File: src/rtl/instruction_fetch.sv
// Instruction fetch stage: issues one memory read per instruction, holds the
// fetched word until downstream takes it, and steers the external PC register.
module instruction_fetch #(
  parameter int         INC        = 4,
  parameter logic [7:0] RESET_ADDR = 8'h00
) (
  input  logic        clk,
  input  logic        clr,
  input  logic [7:0]  pc_q,
  output logic [7:0]  pc_d,
  output logic        mem_req,
  output logic [7:0]  mem_addr,
  input  logic        mem_ack,
  input  logic [31:0] mem_rdata,
  output logic        instr_valid,
  input  logic        instr_ready,
  output logic [31:0] instr,
  output logic [7:0]  instr_pc,
  input  logic        br_take,
  input  logic [7:0]  br_target
);

  typedef enum logic [1:0] {IDLE, FETCH, HOLD} state_t;

  localparam logic [7:0] INC_B = 8'(INC);

  state_t      state_q, state_d;
  logic [31:0] instr_q, instr_d;
  logic [7:0]  ipc_q, ipc_d;
  logic [7:0]  redir_q, redir_d;
  logic        pend_q, pend_d;

  always_ff @(posedge clk) begin
    if (clr) begin
      state_q <= IDLE;
      instr_q <= '0;
      ipc_q   <= '0;
      redir_q <= '0;
      pend_q  <= 1'b0;
    end else begin
      state_q <= state_d;
      instr_q <= instr_d;
      ipc_q   <= ipc_d;
      redir_q <= redir_d;
      pend_q  <= pend_d;
    end
  end

  always_comb begin
    state_d = state_q;
    pc_d    = pc_q;
    instr_d = instr_q;
    ipc_d   = ipc_q;
    redir_d = redir_q;
    pend_d  = pend_q;
    if (clr) begin
      pc_d = RESET_ADDR;
    end else begin
      unique case (state_q)
        IDLE: state_d = FETCH;
        FETCH: begin
          if (mem_ack) begin
            // A redirect seen during the fetch makes the returned word stale;
            // the current-cycle target is the newest and beats the latched one.
            if (br_take) begin
              pc_d   = br_target;
              pend_d = 1'b0;
            end else if (pend_q) begin
              pc_d   = redir_q;
              pend_d = 1'b0;
            end else begin
              instr_d = mem_rdata;
              ipc_d   = pc_q;
              state_d = HOLD;
            end
          end else if (br_take) begin
            redir_d = br_target;
            pend_d  = 1'b1;
          end
        end
        HOLD: begin
          if (br_take) begin
            pc_d    = br_target;
            state_d = FETCH;
          end else if (instr_ready) begin
            pc_d    = pc_q + INC_B;
            state_d = FETCH;
          end
        end
        default: state_d = IDLE;
      endcase
    end
  end

  assign mem_req     = (state_q == FETCH);
  assign mem_addr    = pc_q;
  assign instr_valid = (state_q == HOLD);
  assign instr       = instr_q;
  assign instr_pc    = ipc_q;

endmodule

File: config.mk
export PLATFORM = sky130hd
export DESIGN_NAME = instruction_fetch
export DESIGN_NICKNAME = d
export VERILOG_FILES = /design/src/rtl/instruction_fetch.sv
export SDC_FILE = /design/constraint.sdc
export NUM_CORES = 1
export LEC_CHECK = 0
export ABC_AREA = 1
export CORE_ASPECT_RATIO = 1.5
export CORE_UTILIZATION = 39
export DETAILED_ROUTE_END_ITERATION = 10
export HOLD_SLACK_MARGIN = 0.12
export PLACE_DENSITY = 0.75
export SYNTH_ARGS = -nofsm -noshare
export SYNTH_HDL_FRONTEND = slang
export SYNTH_SLANG_ARGS = --single-unit
File: constraint.sdc
create_clock -name clk -period 1.8 [get_ports clk]
set_input_delay 0.36 -clock clk [delete_from_list [all_inputs] [get_ports clk]]
set_output_delay 0.36 -clock clk [all_outputs]
set_load 0.05 [all_outputs]
==> impl_metrics.ini <==
[synthesis]
ys_seq_area_share_pct = 42.2
syn_nets = 412
synth-seq-cells = 51
ys_warn_count = 0
synth_top_area_share_pct = 42.2
syn-cell-area_sq_mm = 0.00242
netlist_instances = 354
yosys-top-cells-area = dfxtp_1 (42%), nor2_1 (15%), o21ai_1 (7.2%)
ys_types = 20
synth_top_cell_by_area = dfxtp_1
syn_avg_cell_area_sq_um = 6.83

[cells_and_area]
finalInstanceArea_sq_mm = 0.00430
diodes = 0
fillers = 482
layout.nets = 558
final_cell_count_no_fill = 573
layout-drive-gt1-share_pct = 32.9
area_growth_pct = 77.9
mostFrequentLayoutCells = nor2_1 (90), buf_4 (88), dfxtp_1 (49)
final_common_cell = nor2_1

[grt]
grt_max_degree = 25
antenna_found_initial = 0
grt_overflow = 0
grt_pass1_wl_mm = 11.5
grt_pass1_vias = 2507
track_usage_pct = 22.6

[clocking]
cts_max_level = 2
tritoncts = yes
cts_sinks = 51
cts_buffer_depth = 2
holdBufCountCts = 0
clk-insertion-delay-late_ns = 0.30
clk_pin_slew_ns = 0.09
cts_root_buf = clkbuf_8
cts_buffers = 5

[hold_path]
min_path_type = reg -> reg

[worst_setup_path]
cp_data_required_time_ns = 1.44
max_stage_delay_ns = 0.33
critPathMaxFanout = 8
ff2ff_setup_slack_ns = 0.11
path_class = reg -> out
crit_arrival_ns = 1.79
crit_top_cell = nor2_4
worstSetupStartpointType = flip-flop
cp-end-kind = primary output
cp_slowest_cell = dfxtp_2
crit_chain = inv_2, buf_6, ha_4, inv_4, nor2_4, o21ai_1, nor2_1, nor2_2, nor2_4, buf_12

[place]
numPortBuffers = 110
dpl_cell_area_sq_mm = 0.00405
dp_cells = 558
hpwlAfterDp_mm = 5.59
pre_cts_ws_ns = -0.365
routabilityCongestion = 0.952

[floorplanning]
row_count = 34
core_area_sq_mm = 0.00587
initial_core_util_pct = 41.2
ioPinCount = 111
die_height_microns = 98.4
fp.dieW_microns = 66.3
dieArea_sq_mm = 0.00652

[outcome]
violations = negative setup slack
status = complete, but fails checks

[drt]
routedWlPerCell_microns = 13.1
drc = 0
drt_pass1_iterations = 4
drt-total-wl_mm = 7.50
vias = 2778
drtIter0Drc = 102
via_per_inst = 4.85
ant_nets = 0

[sta]
final_max_slew_viol_count = 0
maxSlewHeadroom_pct = 77.0
fin_ws_ns = -0.355
min_period_ns = 2.15
final.setup_skew_ns = 0.00570
period_share_pct = 120
clock.fmax_ghz = 0.464
finalHoldViolCount = 0
setup-tns-final_ns = -2.59
tightestPinTransition_ns = 0.342
rsz0062_at_grt = yes
setup_viol = 8

[power]
intPower_uw = 3020
p_sw_share_pct = 43.9
leakagePower_uw = 0.00193
fin_total_pwr_uw = 5370
combPwrFrac_pct = 60.9
pwr-share-clk_pct = 13.0
p_switching_uw = 2360
p_seq_share_pct = 26.1
ir_drop_v = 0.000780
powerDensity_mw_per_mm2 = 1250

[flow_run]
drv_cap = 0
[worst max-delay path, delay by kind of cell (launching register included)]
| kind | cells | cell delay (ns) |
|---|---|---|
| DFF | 1 | 0.33 |
| AOI/OAI and AO/OA | 1 | 0.11 |
| adders and majority gates | 1 | 0.13 |
| and+or+nand+nor | 4 | 0.58 |
| buffers and inverters | 4 | 0.35 |
[synthesized netlist by cell type]
library cell	number
o21ai_1	35
buf_4	12
dfxtp_1	51
a211oi_1	1
nand2_1	36
nor2_2	4
clkbuf_1	8
nor2_1	98
nand2_4	1
o21ai_0	26
or2_1	1
buf_2	5
ha_1	5
nand2_2	1
a21oi_1	12
inv_1	21
a21boi_0	1
inv_2	2
nor3_1	10
nand3_1	24
[power by group through the flow]
stage	logic [uW]	clock network, uW	registers [uW]
detailed placement	3020	0	1430
finish	3270	697	1400
floorplan	1340	0	1880
global placement	2990	0	1420
global route	3470	763	1420
CTS	3150	722	1400
[final timing paths]
kind / start / to / depth (start not counted)
max reg2reg: state_q[1] / instr[11] / 12
max: state_q[0] / pc_d[6] / 10
min: instr[0] / instr[0] / 2
min reg2reg: instr[0] / instr[0] / 2
[final cells by class]
| cell class | instances | area (sq um) | area share (%) |
|---|---|---|---|
| inverters | 23 | 88.8 | 2.07 |
| clock inverters | 2 | 16.3 | 0.378 |
| flip-flops and latches | 51 | 1020 | 23.8 |
| repair buffers | 164 | 1620 | 37.8 |
| well taps | 72 | 90.1 | 2.09 |
| clock buffers | 6 | 82.6 | 1.92 |
| multi-input cells | 255 | 1380 | 32.0 |
[routing by layer]
metal  routed length [microns]  GRT usage, %  vias up
li1                          -             -     1434
met1                      2900          24.8     1233
met2                      3990          41.4       95
met3                       365          3.36       16
met4                       233          9.98        0
met5                         0             0        -
[kinds of logic (layout without fill, tap and decap cells)]
family          after synthesis  in the layout  synth area share (%)
simple gates                175            175                  29.9
compound gates               75             75                  15.7
flops                        51             51                  42.2
buf+inv                      48            195                  9.58
fa+ha+maj                     5              5                  2.59
[timing repair]
item,4_1_cts,5_1_grt
resized for setup,25,10
endpoints found under the setup margin,8,8
pin swaps,15,11
buffers inserted,2,5
[flip-flops by register name (all words and copies together) (netlist names)]
| register | count |
|---|---|
| state_q | 2 |
| redir_q | 8 |
| pend_q | 1 |
| instr | 32 |
| instr_pc | 8 |
[through the flow]
stage	utilization [%]	hold slack, ns
5_1_grt	73.3	0.507
3_5_place_dp	69.1	0.472
2_1_floorplan	-	0.425
6_report	73.3	0.491
3_3_place_gp	69.1	0.464
4_1_cts	71.9	0.492
Note: power is estimated with default switching activity, not from simulation.
